$ cat config.mk
export PLATFORM = sky130hd
export DESIGN_NAME = serial_magnitude_comparator
export DESIGN_NICKNAME = d
export VERILOG_FILES = /design/src/rtl/serial_magnitude_comparator.sv
export SDC_FILE = /design/constraint.sdc
export NUM_CORES = 1
export LEC_CHECK = 0
export CAP_MARGIN = 20
export CORE_MARGIN = 5
export CORE_UTILIZATION = 53
export DETAILED_ROUTE_END_ITERATION = 10
export MAX_ROUTING_LAYER = met4
export PLACE_DENSITY_LB_ADDON = 0.12
export REMOVE_ABC_BUFFERS = 1
export SYNTH_ARGS = -nofsm -noshare
export SYNTH_HDL_FRONTEND = slang
export SYNTH_SLANG_ARGS = --single-unit
$ cat constraint.sdc
create_clock -name clk -period 4.6 [get_ports clk]
set_clock_uncertainty 0.2 [all_clocks]
set_input_delay 0.92 -clock clk [delete_from_list [all_inputs] [get_ports clk]]
set_output_delay 0.92 -clock clk [all_outputs]
set_load 0.05 [all_outputs]
$ cat src/rtl/serial_magnitude_comparator.sv
// rtl/serial_magnitude_comparator.sv - MSB-first serial unsigned magnitude comparator
// Walks 2-bit slices of the captured operands and stops at the first unequal slice.
module serial_magnitude_comparator #(
  parameter int WIDTH = 8
) (
  input  logic             clk,
  input  logic             rst_n,
  input  logic             start,
  input  logic [WIDTH-1:0] a,
  input  logic [WIDTH-1:0] b,
  output logic             busy,
  output logic             done,
  output logic             Eq,
  output logic             Less,
  output logic             Greater
);

  localparam int N  = WIDTH / 2;
  localparam int IW = (N > 1) ? $clog2(N) : 1;

  typedef enum logic [1:0] {
    S_IDLE,
    S_COMPARE,
    S_DONE
  } state_t;

  state_t           state_q, state_d;
  logic [WIDTH-1:0] ra_q, ra_d;
  logic [WIDTH-1:0] rb_q, rb_d;
  logic [IW-1:0]    idx_q, idx_d;
  logic             eq_q, eq_d;
  logic             lt_q, lt_d;
  logic             gt_q, gt_d;

  logic [WIDTH-1:0] ra_sh, rb_sh;
  logic [1:0]       sa, sb;

  // Slice idx sits at bit offset 2*idx; shifting keeps the select in range for any WIDTH.
  assign ra_sh = ra_q >> {idx_q, 1'b0};
  assign rb_sh = rb_q >> {idx_q, 1'b0};
  assign sa    = ra_sh[1:0];
  assign sb    = rb_sh[1:0];

  always_ff @(posedge clk) begin
    if (!rst_n) begin
      state_q <= S_IDLE;
      ra_q    <= '0;
      rb_q    <= '0;
      idx_q   <= '0;
      eq_q    <= 1'b0;
      lt_q    <= 1'b0;
      gt_q    <= 1'b0;
    end else begin
      state_q <= state_d;
      ra_q    <= ra_d;
      rb_q    <= rb_d;
      idx_q   <= idx_d;
      eq_q    <= eq_d;
      lt_q    <= lt_d;
      gt_q    <= gt_d;
    end
  end

  always_comb begin
    state_d = state_q;
    ra_d    = ra_q;
    rb_d    = rb_q;
    idx_d   = idx_q;
    eq_d    = eq_q;
    lt_d    = lt_q;
    gt_d    = gt_q;
    case (state_q)
      S_IDLE: begin
        if (start) begin
          ra_d    = a;
          rb_d    = b;
          idx_d   = IW'(N - 1);
          eq_d    = 1'b0;
          lt_d    = 1'b0;
          gt_d    = 1'b0;
          state_d = S_COMPARE;
        end
      end
      S_COMPARE: begin
        if (sa > sb) begin
          gt_d    = 1'b1;
          state_d = S_DONE;
        end else if (sa < sb) begin
          lt_d    = 1'b1;
          state_d = S_DONE;
        end else if (idx_q == '0) begin
          eq_d    = 1'b1;
          state_d = S_DONE;
        end else begin
          idx_d = idx_q - IW'(1);
        end
      end
      S_DONE: begin
        state_d = S_IDLE;
      end
      default: begin
        state_d = S_IDLE;
      end
    endcase
  end

  assign busy    = (state_q != S_IDLE);
  assign done    = (state_q == S_DONE);
  assign Eq      = eq_q;
  assign Less    = lt_q;
  assign Greater = gt_q;

endmodule

==> results.yml <==
drt:
  drt_drc_violations_left: 0
  detailedRoute.firstPassIterationCount: 4
  post_drt_wl_per_cell_um: 12.15
  routed_wirelength_um: 2004
  vias_per_cell: 5.255
  drt_iter0_drc: 6
  antenna_left: 0
  route.vias.total: 867
timing:
  finalSetupTns_ns: 0
  finalWorstPathRequiredPeriod_ns: 2.821
  fmaxAchievable_ghz: 0.3545
  final_max_slew_viol_count: 0
  worst_hold_slack_ns: 0.2576
  max_slew_margin: 0.5011
  tightest_slew_ns: 0.7475
  setup_slack_ns: 1.779
  report.final.setup_viol: 0
  final.period_utilization: 0.6132
  hold_violations: 0
  grt_setup_unrepaired: "no"
critical_path:
  worst_setup_path_endpoint: "done"
  timing.critical_path.slowest_cell_delay_ns: 0.80
  cp_slowest_cell: "clkdlybuf4s50_1"
  crit_path_end_kind: "output pin"
  worstSetupStartpointType: "flop"
  cp_arrival_ns: 1.70
  worst_r2r_endpoint: "idx_q[0]"
  cp_top_family: "buffers and inverters"
  critical_path.max_fanout: 6
  criticalPathCategory: "reg2out"
  critical_path_cell_count: 2
  crit_path_cell_trace: "nor2b_1 > clkdlybuf4s50_1"
  worst-endpoint-required_ns: 3.48
  startpoint: "state_q[1]"
  r2r_setup_slack_ns: 2.22
  critical_path.reg2reg.startpoint: "idx_q[1]"
  crit_buf_inv: 1
  timing.reg2reg.worst_path_depth: 5
synthesis:
  asyncSetResetFlopFracSynth: 0
  synth_cells: 118
  yosysWarningCount: 0
  synth_edf_count: 0
  syn_area_per_cell_um2: 9.395
  synth_top_flop_cell: "dfxtp_1"
  synth.distinct_cells: 28
  yosys_register_bits: 23
  netlist_area_pre_place_um2: 1109
  synth_sequential_area_ratio: 0.4153
cells_and_area:
  num-nets-final: 161
  layout_commonest_cell: "nand2_1"
  post_layout_nonfiller_instances: 165
  postLayoutCellArea_um2: 1348
  final_layout_size_suffix_gt1_frac: 0.07246
  area_delta_synth_final_pct: 21.56
  antennaDiodeCount: 0
  postLayoutCoreUtil: 0.6799
  leading_cell_types_in_the_layout_fill_and_taps_excluded: "nand2_1, dfxtp_1, clkdlybuf4s50_1"
  final.fill_count: 177
cts:
  post_cts.resized_instances: 0
  cts-buffers-inserted: 3
  cts_hold_repair.buffers: 0
  postCtsSetupRepairBufs: 0
  clock_slew_at_reported_path_ffs_ns: 0.12
  max-clock-path-buffers: 2
  cts-root-buf: "clkbuf_4"
  cts-htree-levels: 1
  worst_skew_pair.late_latency_ns: 0.30
  cts.sinks: 23
  tritoncts_clock_tree: "built"
grt:
  grt_use_total: 0.1390
  first_global_vias: 843
  grt_start_max_net_pins: 24
  grt_overflow_total: 0
  number_of_antenna_violations_at_the_first_check_in_global_routing: 0
  grt_pass1_wl_um: 3422
placed_design:
  io_buffer_count: 23
  preCtsSetupSlack_ns: 1.948
  hpwl_um: 1498
  gp_congestion: 0.7732
  post_dp_cell_area_um2: 1321
  place.detailed.instances: 161
die:
  number_of_placement_rows: 16
  chipHeight_um: 55.74
  fp.dieArea_um2: 3106
  floorplan.io_pins: 24
  fp.coreArea_um2: 1982
  die_w_um: 55.74
  start_util: 0.5593
pwr:
  power_leakage_nw: 0.4997
  ir_drop_mv: 0.2332
  cellPowerDensity_nw_per_um2: 332.0
  post-layout-total-power_mw: 0.4474
hold_path:
  timing.hold.worst.class: "reg2reg"
job:
  max_cap_viols: 0
status:
  status: "finished clean"
==> worst min-delay path by stage <==
stage / startpoint / end / slack [ns] / depth (start not counted)
global placement: Greater / Greater / 0.24 / 2
finish: rb_q[4] / rb_q[4] / 0.26 / 2
floorplan: rb_q[4] / rb_q[4] / 0.23 / 2
global route: rb_q[4] / rb_q[4] / 0.28 / 2
detailed placement: rb_q[4] / rb_q[4] / 0.24 / 2
CTS: rb_q[4] / rb_q[4] / 0.26 / 2
==> where the power goes <==
group | internal, mW | switching [mW] | total, mW
Clock | 0.0338 | 0.0568 | 0.0906
Combinational | 0.0608 | 0.0646 | 0.125
Sequential | 0.216 | 0.0153 | 0.231
Total | 0.311 | 0.137 | 0.447
==> registers in the layout, summed over array words and instances (netlist names) <==
signal,cells
Eq,1
Greater,1
Less,1
idx_q,2
ra_q,8
rb_q,8
state_q,2
==> per-layer routing <==
metal | share of wire | vias to the layer above | wire (um) | GRT usage
met5 | 0 | - | 0 | -
met4 | 0.014 | 0 | 28 | 0.05208
met1 | 0.43 | 403 | 858 | 0.1351
met2 | 0.51 | 19 | 1022 | 0.2686
met3 | 0.047 | 4 | 94 | 0.02552
li1 | - | 441 | - | -
==> cell families after synthesis <==
logic type / after synthesis / synth area share
buffers and inverters: 11 / 0.05981
adders and majority gates: 3 / 0.03386
AOI/OAI and AO/OA: 25 / 0.1795
muxes: 4 / 0.08127
and+or+nand+nor: 52 / 0.2303
DFF: 23 / 0.4153
==> layout make-up <==
type,count,area [um^2],share of cell area
inverters,4,15.01,0.01114
clock buffers,4,26.28,0.01950
well taps,27,33.78,0.02507
repair buffers,23,230.2,0.1708
multi-input cells,84,581.8,0.4318
flip-flops and latches,23,460.4,0.3417
==> cells in the mapped netlist, drive strengths merged (2+ instances only) <==
| cell | count | area, um^2 |
|---|---|---|
| o311a | 2 | 20.02 |
| a21boi | 18 | 135.1 |
| ha | 3 | 37.54 |
| inv | 4 | 15.01 |
| dfxtp | 23 | 460.4 |
| nand2 | 36 | 135.1 |
| nand2b | 3 | 18.77 |
| nor2b | 4 | 25.02 |
| mux4 | 4 | 90.09 |
| buf | 4 | 38.78 |
| clkbuf | 3 | 12.51 |
==> worst register-to-register path: cells and delay by family (launching register included) <==
kind | cells | cell delay (ns)
AOI/OAI and AO/OA | 2 | 0.55
adders and majority gates | 1 | 0.32
DFF | 1 | 0.53
muxes | 1 | 0.56
and+or+nand+nor | 1 | 0.12
Note: power is estimated with default switching activity, not from simulation.
